<file path="src/rtl/regfile_pkg.sv">
// Shared register-file definitions: default geometry, register index type and
// the hardwired-zero register index, used by the regfile and decode/hazard logic.
package regfile_pkg;

  localparam int XLEN_DEF  = 32;
  localparam int NREGS_DEF = 32;
  localparam int AW_DEF    = $clog2(NREGS_DEF);

  typedef logic [AW_DEF-1:0] reg_idx_t;

  localparam reg_idx_t ZERO_REG = '0;

endpackage

</file>
<file path="src/rtl/regfile_bypass.sv">
// Per-read-port result selection: zero register, same-cycle writeback forwarding
// (highest write port wins) or stored data, plus the hazard-visible busy flag.
module regfile_bypass
  import regfile_pkg::*;
#(
  parameter int XLEN   = XLEN_DEF,
  parameter int AW     = AW_DEF,
  parameter int NWRITE = 1
) (
  input  logic [AW-1:0]          raddr_i,
  input  logic [NWRITE-1:0]      we_i,
  input  logic [NWRITE*AW-1:0]   waddr_i,
  input  logic [NWRITE*XLEN-1:0] wdata_i,
  input  logic [XLEN-1:0]        stored_i,
  input  logic                   busy_i,
  output logic [XLEN-1:0]        rdata_o,
  output logic                   rbusy_o
);

  logic            hit;
  logic [XLEN-1:0] byp_data;

  always_comb begin
    hit      = 1'b0;
    byp_data = '0;
    // Ascending scan: a later (higher-index) matching port overrides earlier ones.
    for (int k = 0; k < NWRITE; k++) begin
      if (we_i[k] && (waddr_i[k*AW +: AW] == raddr_i)) begin
        hit      = 1'b1;
        byp_data = wdata_i[k*XLEN +: XLEN];
      end
    end
  end

  always_comb begin
    rdata_o = stored_i;
    rbusy_o = busy_i;
    if (raddr_i == '0) begin
      rdata_o = '0;
      rbusy_o = 1'b0;
    end else if (hit) begin
      rdata_o = byp_data;
      rbusy_o = 1'b0;
    end
  end

endmodule

</file>
<file path="src/rtl/regfile_sb.sv">
// Multi-port integer register file with write-to-read bypass and a per-register
// busy scoreboard whose population count is tracked incrementally.
module regfile_sb
  import regfile_pkg::*;
#(
  parameter  int XLEN   = XLEN_DEF,
  parameter  int NREGS  = NREGS_DEF,
  parameter  int NREAD  = 2,
  parameter  int NWRITE = 1,
  localparam int AW     = $clog2(NREGS)
) (
  input  logic                   clk_i,
  input  logic                   rst_i,
  input  logic [NWRITE-1:0]      we_i,
  input  logic [NWRITE*AW-1:0]   waddr_i,
  input  logic [NWRITE*XLEN-1:0] wdata_i,
  input  logic [NREAD*AW-1:0]    raddr_i,
  output logic [NREAD*XLEN-1:0]  rdata_o,
  output logic [NREAD-1:0]       rbusy_o,
  input  logic                   issue_valid_i,
  input  logic [AW-1:0]          issue_rd_i,
  input  logic                   flush_i,
  output logic [AW:0]            busy_cnt_o
);

  logic [XLEN-1:0]  regs_q [NREGS];
  logic [NREGS-1:0] busy_q, busy_d;
  logic [NREGS-1:0] set_vec, clr_vec;
  logic [AW:0]      busy_cnt_q, busy_cnt_d;
  logic [AW:0]      dec_cnt;
  logic             inc;

  always_ff @(posedge clk_i or posedge rst_i) begin
    if (rst_i) begin
      for (int i = 0; i < NREGS; i++) begin
        regs_q[i] <= '0;
      end
    end else begin
      for (int k = 0; k < NWRITE; k++) begin
        if (we_i[k] && (waddr_i[k*AW +: AW] != '0)) begin
          regs_q[waddr_i[k*AW +: AW]] <= wdata_i[k*XLEN +: XLEN];
        end
      end
    end
  end

  always_comb begin
    clr_vec = '0;
    set_vec = '0;
    for (int k = 0; k < NWRITE; k++) begin
      if (we_i[k] && (waddr_i[k*AW +: AW] != '0)) begin
        clr_vec[waddr_i[k*AW +: AW]] = 1'b1;
      end
    end
    if (issue_valid_i && !flush_i && (issue_rd_i != '0)) begin
      set_vec[issue_rd_i] = 1'b1;
    end
  end

  // A reservation in the same cycle as its writeback keeps the register busy:
  // the newer producer is still outstanding.
  assign busy_d = flush_i ? '0 : ((busy_q & ~clr_vec) | set_vec);

  always_comb begin
    dec_cnt = '0;
    for (int i = 0; i < NREGS; i++) begin
      if (busy_q[i] && clr_vec[i] && !set_vec[i]) begin
        dec_cnt = dec_cnt + (AW+1)'(1);
      end
    end
    inc = |(set_vec & ~busy_q);
    if (flush_i) begin
      busy_cnt_d = '0;
    end else begin
      busy_cnt_d = busy_cnt_q + (AW+1)'(inc) - dec_cnt;
    end
  end

  always_ff @(posedge clk_i or posedge rst_i) begin
    if (rst_i) begin
      busy_q     <= '0;
      busy_cnt_q <= '0;
    end else begin
      busy_q     <= busy_d;
      busy_cnt_q <= busy_cnt_d;
    end
  end

  assign busy_cnt_o = busy_cnt_q;

  for (genvar gi = 0; gi < NREAD; gi++) begin : g_rd
    logic [AW-1:0] ra;
    assign ra = raddr_i[gi*AW +: AW];

    regfile_bypass #(
      .XLEN   (XLEN),
      .AW     (AW),
      .NWRITE (NWRITE)
    ) u_bypass (
      .raddr_i  (ra),
      .we_i     (we_i),
      .waddr_i  (waddr_i),
      .wdata_i  (wdata_i),
      .stored_i (regs_q[ra]),
      .busy_i   (busy_q[ra]),
      .rdata_o  (rdata_o[gi*XLEN +: XLEN]),
      .rbusy_o  (rbusy_o[gi])
    );
  end

endmodule

</file>
<file path="config.mk">
export PLATFORM = sky130hd
export DESIGN_NAME = regfile_sb
export DESIGN_NICKNAME = d
export VERILOG_FILES = /design/src/rtl/regfile_pkg.sv /design/src/rtl/regfile_bypass.sv /design/src/rtl/regfile_sb.sv
export SDC_FILE = /design/constraint.sdc
export NUM_CORES = 2
export LEC_CHECK = 0
export ABC_CLOCK_PERIOD_IN_PS = 55400
export CORE_ASPECT_RATIO = 1.1
export CORE_MARGIN = 2
export CORE_UTILIZATION = 50
export DETAILED_ROUTE_END_ITERATION = 10
export GPL_TIMING_DRIVEN = 0
export PLACE_DENSITY = 0.66
export SLEW_MARGIN = 25
export SYNTH_ARGS = -nofsm -noshare
export SYNTH_HDL_FRONTEND = slang
export SYNTH_SLANG_ARGS = --single-unit
export TNS_END_PERCENT = 20
</file>
<file path="constraint.sdc">
create_clock -name clk_i -period 55.4 [get_ports clk_i]
set_input_delay 11.08 -clock clk_i [delete_from_list [all_inputs] [get_ports clk_i]]
set_output_delay 11.08 -clock clk_i [all_outputs]
set_load 0.02 [all_outputs]
</file>
# == After elaboration in Yosys (flattened, before gate mapping) ==
# Index checks and enable logic that the tools add are counted.
# totals
latchBits,0
output_inout_bits,72
reg_bits,1062
mem_bits_rw,0
mem_count,0
in_bits,57
romBits,0
# classes
n_mul,0
reduce_logical,110
shifts,0
n_bitwise,8
eq_ne,2
div,0
order_cmp,10
add_sub_neg,33
muxes,65
# op_table
cell,count
bitwise mux 1024 bit,1
two-way mux 32 bit,14
binary-select mux 32 bit (select 5 bit),2
two-way mux 6 bit,32
adder 6 x 1 -> 6 bit (second input constant),31
demux 32 bit (select 5 bit),1
logical AND 1 bit,72
AND 32 bit,2
inverter 32 bit,2
zero test 1 bit,33
bitwise OR 32 bit,1
OR reduction 32 bit,1
< comparator 5 x 6 -> 1 bit (second input constant),4
greater-or-equal comparator 6 bit (second input constant),3
inverter 5 -> 6 bit,3
two-way mux 1 bit,11
binary-select mux 1 bit (select 5 bit),2
demux 1 bit (select 5 bit),2
equality test 5 bit,2
greater-or-equal comparator 5 x 1 -> 1 bit (second input constant),2
zero test 5 bit,2
nonzero test 5 bit,2
adder 6 x 1 -> 6 bit,1
< comparator 6 x 1 -> 1 bit (second input constant),1
subtractor 6 bit,1

# == Logic depth before layout (Yosys ltp) ==
# depth
word_depth,72
ltp_mapped,78
depth_no_buf,76

# == By module ==
# Synthesis repeated with hierarchy kept, for this count alone.
# unflattened
hier_cells,4915
hier_area_um2,60077.6
# by_module_without_submodules
mod,n_inst,area_each_um2,cells_each
regfile_sb,1,58521.1,4663
regfile_bypass,2,778.2,126

# == Worst setup path before layout ==
# OpenSTA, ideal clock, no wires.
# synth_path
path_type,input to output
startpoint,input port raddr_i[5]
endpoint,output port rdata_o[55]
arrival_time_ps,13920
path_buffers,5
slack_ps,30400
required_ps,44320
stages,10
cell_sequence,clkbuf_1 -> buf_2 -> buf_2 -> clkbuf_1 -> clkbuf_1 -> mux4_2 -> mux2i_1 -> a21oi_1 -> mux2i_1 -> a211oi_1
# synth_between
elab_chain_cells,6
elab_cells_between_ends,11
# synth_lines
item,line,text
from (decl),regfile_sb.sv:17,"input logic [NREAD*AW-1:0] raddr_i,"
inverter 5 -> 6 bit (implied by the code),regfile_sb.sv:104,".stored_i (regs_q[ra]),"
binary-select mux 32 bit (select 5 bit),regfile_sb.sv:104,
two-way mux 32 bit (implied by the code) (2 in a row),regfile_sb.sv:104,
two-way mux 32 bit,regfile_bypass.sv:41,end else if (hit) begin
two-way mux 32 bit (*),regfile_bypass.sv:38,if (raddr_i == '0) begin
to (decl),regfile_sb.sv:18,"output logic [NREAD*XLEN-1:0] rdata_o,"
# Mark *: on every way between the ends. The rest lies on a longest branch, timed or not. The select of a mux whose other input is x is not followed.

# == Final worst setup path ==
# layout_path
startpoint,input port raddr_i[5]
endpoint,output port rdata_o[62]
# Same word-level chain as after synthesis.

==> impl_metrics.tcl <==
set metrics [dict create \
    ios 129 \
    overflow 0 \
    maxCapViolations 0 \
    synthTopCellsByCount "dfrtp_1 (1062), mux2_2 (847), mux4_2 (593)" \
    cp.arrival_ns 16.24 \
    fin_ws_ns 28.08 \
    fillerInstances 9664 \
    critPathLaunch "raddr_i[5]" \
    grt_pass1_vias 44000 \
    crit_chain "clkbuf_1, buf_2, buf_2, clkbuf_2, xnor2_1, nand3_1, clkbuf_1, nor2_1, a211oi_1, clkdlybuf4s50_1" \
    dieArea_um2 123000 \
    use_met3_pct 12.4 \
    synthesis.area_um2 59900 \
    gp_congestion 0.963 \
    netlist.area_leader.share_pct 44.3 \
    finClkSkew_ns 0.0415 \
    h-tree-depth 3 \
    powerDensity_nw_per_um2 35.3 \
    synth_warnings 0 \
    r2r_slack_ns 40.91 \
    drv_slew 0 \
    status "finished, final reports clean" \
    cts_made_buffers 113 \
    drtPass1Iterations 9 \
    grt_pass1_wl_um 331000 \
    path_clk_slew_ns 0.06 \
    crit_path_max_incr_delay_ns 0.84 \
    drive_gt1_share_pct 39.2 \
    synth_most_common_cell "dfrtp_1" \
    cp_top_family "buffers and inverters" \
    die_h_um 367 \
    holdBufCountCts 0 \
    min_from "regs_q[1000]" \
    synth_cell_types 88 \
    drc 0 \
    holdPathStages 1 \
    wl_per_cell_um 36.8 \
    setup_viol 0 \
    ant_nets 0 \
    vdd_drop_max_mv 0.0284 \
    cts_root_buffer "clkbuf_16" \
    setup_tns_ns 0 \
    rr_startpoint "busy_q[1]" \
    rsz0062_at_grt "false" \
    grt.total_usage_pct 38.4 \
    max-slew-margin-rel_pct 15.0 \
    antenna_found_initial 5 \
    top_usage_layer "met2" \
    yosysTopAreaCell "dfrtp_1" \
    max_slew.worst_pin.slew_ns 1.27 \
    yosys_register_bits 1062 \
    cts_buffer_depth 3 \
    routed_wl_um 234000 \
    synth.yosys.seq_area_share_pct 44.3 \
    synth_edf_count 0 \
    cts.sinks 1062 \
    port_buffers 115 \
    path_class "input pin to primary output" \
    hold_violations 0 \
    hp-class "flip-flop to flip-flop" \
    grt_max_degree 98 \
    end_kind "primary output" \
    postSynthCellCount 4458 \
    synthArstFlopShare_pct 100 \
    synthFlopType "dfrtp_1" \
    vias 45000 \
    finalPower_mw 2.40 \
    critPathRequiredTime_ns 44.32 \
    area_growth_pct 13.4 \
    nets 4820 \
    critPathSlowestCell "clkbuf_1" \
    worst_hold_path.endpoint "regs_q[1000]" \
    r2r_cells 73 \
    rows 133 \
    critPathMaxFanout 10 \
    r2r_end "busy_cnt_o[5]" \
    pre_cts_ws_ns 27.82 \
    grtUsageMet2_pct 55.9 \
    worstSkewPairLatency_ns 0.78 \
    syn_area_per_cell_um2 13.4 \
    fin_util_pct 57.0 \
    cts_setup_buffers 0 \
    final_cell_area_um2 68000 \
    die_width_um 334 \
    finalCriticalPeriod_ns 27.32 \
    coreArea_um2 119000 \
    placed_area_um2 64000 \
    ys_top_cells_by_area "dfrtp_1 (44%), mux4_2 (22%), mux2_2 (16%), nand2_1 (3.7%), clkbuf_1 (2.3%)" \
    start_kind "input pin" \
    drt_iter0_markers 6292 \
    leakage_nw 29.4 \
    fin_crit_sh_pct 49.3 \
    cts_tree "built" \
    use_met1_pct 49.2 \
    start_util_pct 50.3 \
    hpwl_um 160000 \
    vias_per_cell 7.07 \
    cts_resized 0 \
    crit_buf_inv 6 \
    max_freq_mhz 36.6 \
]
## through the flow
stage,hold slack [ns],std cells
after detailed placement,0.463,6157
after floorplan,0.441,4460
after global routing,0.498,6371
after CTS,0.482,6370
final,0.477,6372
after global placement,0.452,6127
## kinds of logic after synthesis
| family | after synthesis | share of synthesized area [%] |
|---|---|---|
| mux | 1576 | 40.5 |
| simple gates | 898 | 6.48 |
| other cells | 2 | 0.0125 |
| fa+ha+maj | 42 | 0.889 |
| xor+xnor | 41 | 0.681 |
| buf+inv | 504 | 3.23 |
| compound gates | 333 | 3.89 |
| flops | 1062 | 44.3 |
## area by class of cell
type / count / area, µm² / area share, %
buffer: 474 / 2020 / 2.98
clock buffer: 174 / 3350 / 4.93
multi-input combinational: 2894 / 31500 / 46.3
clock inverter: 39 / 589 / 0.867
timing repair buffer: 146 / 1870 / 2.75
sequential: 1062 / 26600 / 39.1
tap: 1552 / 1940 / 2.86
antenna: 1 / 2.50 / 0.00368
inverter: 30 / 120 / 0.177
## how the worst max path moves through the flow
stage                                to  depth (start not counted)
after CTS                    rbusy_o[1]                         12
after global routing      busy_cnt_o[5]                         77
after global placement      regs_q[197]                          2
after floorplan           busy_cnt_o[0]                          1
after detailed placement  busy_cnt_o[5]                         78
final                       rdata_o[62]                         10
## layout by cell type, fill, tap and decap left out, drive strengths merged, types with 21 or more instances in the layout
cell type and n:
nor3 21, dfrtp 1062, clkdlybuf4s50 115, o21ai 42, a211oi 68, a22oi 34
nand2 588, ha 41, buf 126, o211ai 29, xnor2 23, mux2 847
mux2i 136, clkinv 21, nand3 27, a221oi 23, mux4 593, a21oi 79
nor2b 21, clkbuf 553, inv 35, nor2 146
## state kept, by name, summed over array words and instances (netlist names)
name / cells
busy_cnt_o: 6
busy_q: 32
regs_q: 1024
## metal layers
| metal | share of wire, % | up-vias |
|---|---|---|
| met1 | 36 | 23600 |
| met4 | 8.3 | 4 |
| met5 | 0.067 | - |
| li1 | - | 17300 |
| met3 | 12 | 898 |
| met2 | 43 | 3305 |
## where the power goes
| part | switching [mW] | total (mW) | internal, mW |
|---|---|---|---|
| Clock | 0.348 | 0.820 | 0.472 |
| Sequential | 0.106 | 1.02 | 0.919 |
| Combinational | 0.248 | 0.554 | 0.306 |
Note: power is estimated with default switching activity, not from simulation.
==> variant (config.mk and constraints unchanged) <==
Reset style: synchronous (`rst_i`), changed in 2 clocked blocks.
--- a/src/rtl/regfile_sb.sv
+++ b/src/rtl/regfile_sb.sv
@@ -32,3 +32,3 @@
 
-  always_ff @(posedge clk_i or posedge rst_i) begin
+  always_ff @(posedge clk_i) begin
     if (rst_i) begin
@@ -78,3 +78,3 @@
 
-  always_ff @(posedge clk_i or posedge rst_i) begin
+  always_ff @(posedge clk_i) begin
     if (rst_i) begin
Check against the original RTL: not settled (the Yosys comparison gave no result); the edit may change what the design does.
==> variant against the unedited design <==
Clock skew is 0.031 ns lower. Sequential power is 7% lower. Power is 15% lower. Maximum frequency is 9.2% lower. Sequential share of layout area is 7.2 points higher. Final cell count is 0.49% higher. Worst setup slack worse by 2.8 ns. Wire length is 4.8% higher. Critical path depth is 83 higher. Sequential cell count stayed put. Synthesized area is 1.1% higher. Final area is 0.22% higher. Clock power is 7.2% lower. Largest cell class is now flip-flops and latches. Highest routed layer unchanged.
==> variant: results (changes against the unedited design) <==
status=completed (unchanged); initial antenna violation count=13 (was 5); Pre-antenna DRT Iters=6 (was 9); hpwl dp=180000 um (was 160000 um); slack of the critical path=25.33 ns (was 28.08 ns); GPL Wtd Cong=1.06 (was 0.963); cells on worst reg2reg path=88 (was 73); Crit. Startpoint=waddr_i[4] (was raddr_i[5]); critical path fanouts, max=10 (unchanged); worst min path class=reg2reg (unchanged); Fin Clk Skew=0.0105 ns (was 0.0415 ns); Post-synth EDFFs=1024 (was 0); met3 WL=27500 um (was 28900 um); first-pass GRT wire length=333000 um (was 331000 um); met2 global-route usage=59.4% (was 55.9%); Vias=44100 (was 45000); root buffer cell=clkbuf_16 (unchanged); Leakage=0.0238 uW (was 0.0294 uW); routing usage on met1=48.9% (was 49.2%); register name with the most flops=regs_q (unchanged); peak supply drop=0.0000246 V (was 0.0000284 V); crit path capture=busy_cnt_o[5] (was rdata_o[62]); iteration-0 DRC count of the detailed router=6417 (was 6292); largest net degree at the start of global routing=33 (was 98); placed instance area=64500 um2 (was 64000 um2); hold depth=2 (was 1); pre-CTS setup slack=25.07 ns (was 27.82 ns); area of the multi-input gates=27600 um2 (was 31500 um2); top layer in use=met5 (unchanged); WHS Endpoint=busy_q[0] (was regs_q[1000]); total wire length=246000 um (was 234000 um); Post-synth top cells=edfxtp_1, and2_1, mux4_2, clkbuf_1, mux2i_1 (was dfrtp_1, mux2_2, mux4_2, nand2_1, clkbuf_1); CTS resizes=0 (unchanged); met1 wire length=85300 um (was 84100 um); library cells used by synthesis=90 (was 88); Async SR Flop Fraction=0% (was 100%); met3 Use GR=9.30% (was 12.4%); Synth area leaders=edfxtp_1, mux4_2, and2_1, mux2i_1, clkbuf_1 (was dfrtp_1, mux4_2, mux2_2, nand2_1, clkbuf_1); R2R Setup Slk=37.42 ns (was 40.91 ns); vias in the first global route=42400 (was 44000); Worst path slowest cell=clkdlybuf4s50_1 (was clkbuf_1); max_slew headroom=18.5% (was 15.0%); total CTS buffers=112 (was 113); Slowest Stage Delay on Critical Path=0.77 ns (was 0.84 ns); Final Net Count=4859 (was 4820); insertion delay to the later sink of the worst-skew pair=0.74 ns (was 0.78 ns); Worst Min Path Start=busy_q[0] (was regs_q[1000]); Clock Pin Slew Worst Setup and Hold Paths=around 0.070 ns; register area share after synthesis=52.0% (was 44.3%); overall routing resource usage=39.5% (was 38.4%); yosys warns=0 (unchanged); filler instances=9751 (was 9664); share of layout cells above drive strength 1=17.7% (was 39.2%); Critical R2R Launch=busy_q[1] (unchanged); share of the synthesized area in the top cell type=50.8% (was 44.3%); wire length on met2=108000 um (was 102000 um)
[variant: cell types whose count changed after synthesis, sizes merged, moves of 35 or more]
cell,before,now
dfrtp,1062,0
edfxtp,0,1024
and2,7,996
mux2,847,24
nand2,588,150
mux2i,136,262
mux4,593,483
a21oi,79,137
o21ai,42,82
dfxtp,0,38
nor2,146,184
a22oi,34,71
a221oi,23,58
[variant: stage by stage]
step	hold slack [ns]	power [uW]	cells
floorplan	0.420	1130	4505
global placement	0.456	1270	6172
detailed placement	0.456	1270	6195
CTS	0.465	2010	6397
global route	0.479	2060	6399
finish	0.474	2030	6403
[variant: kinds of logic after synthesis]
group,Yosys count,synth area share [%]
multiplexers,769,22.7
other,2,0.0124
AND/OR/NAND/NOR,1521,14.4
flip-flops,1062,52.0
XOR/XNOR,55,0.944
adder cells (fa/ha/maj),44,0.921
AO/OA/AOI/OAI,531,5.97
buffers and inverters,485,3.04
[variant: critical path: cells and delay by family]
| kind | cells | cell delay [ns] |
|---|---|---|
| buf+inv | 9 | 2.37 |
| compound gates | 30 | 6.30 |
| simple gates | 21 | 3.08 |
| mux | 5 | 0.87 |
| fa+ha+maj | 17 | 4.91 |
| xor+xnor | 11 | 2.03 |
[variant: where the power goes]
group          total (uW)  switching (uW)  internal [uW]
logic                 324             202            122
registers             947            22.2            925
clock network         761             341            420
[variant: layout make-up]
cell class                      count  share of cell area, %
Clock buffer                      143                   4.36
Clock inverter                     59                  0.858
Tap cell                         1552                   2.85
Sequential cell                  1062                   46.3
Multi-Input combinational cell   2958                   40.5
Inverter                           38                  0.209
Timing Repair Buffer              139                   2.29
Antenna cell                        5                 0.0184
Buffer                            447                   2.68
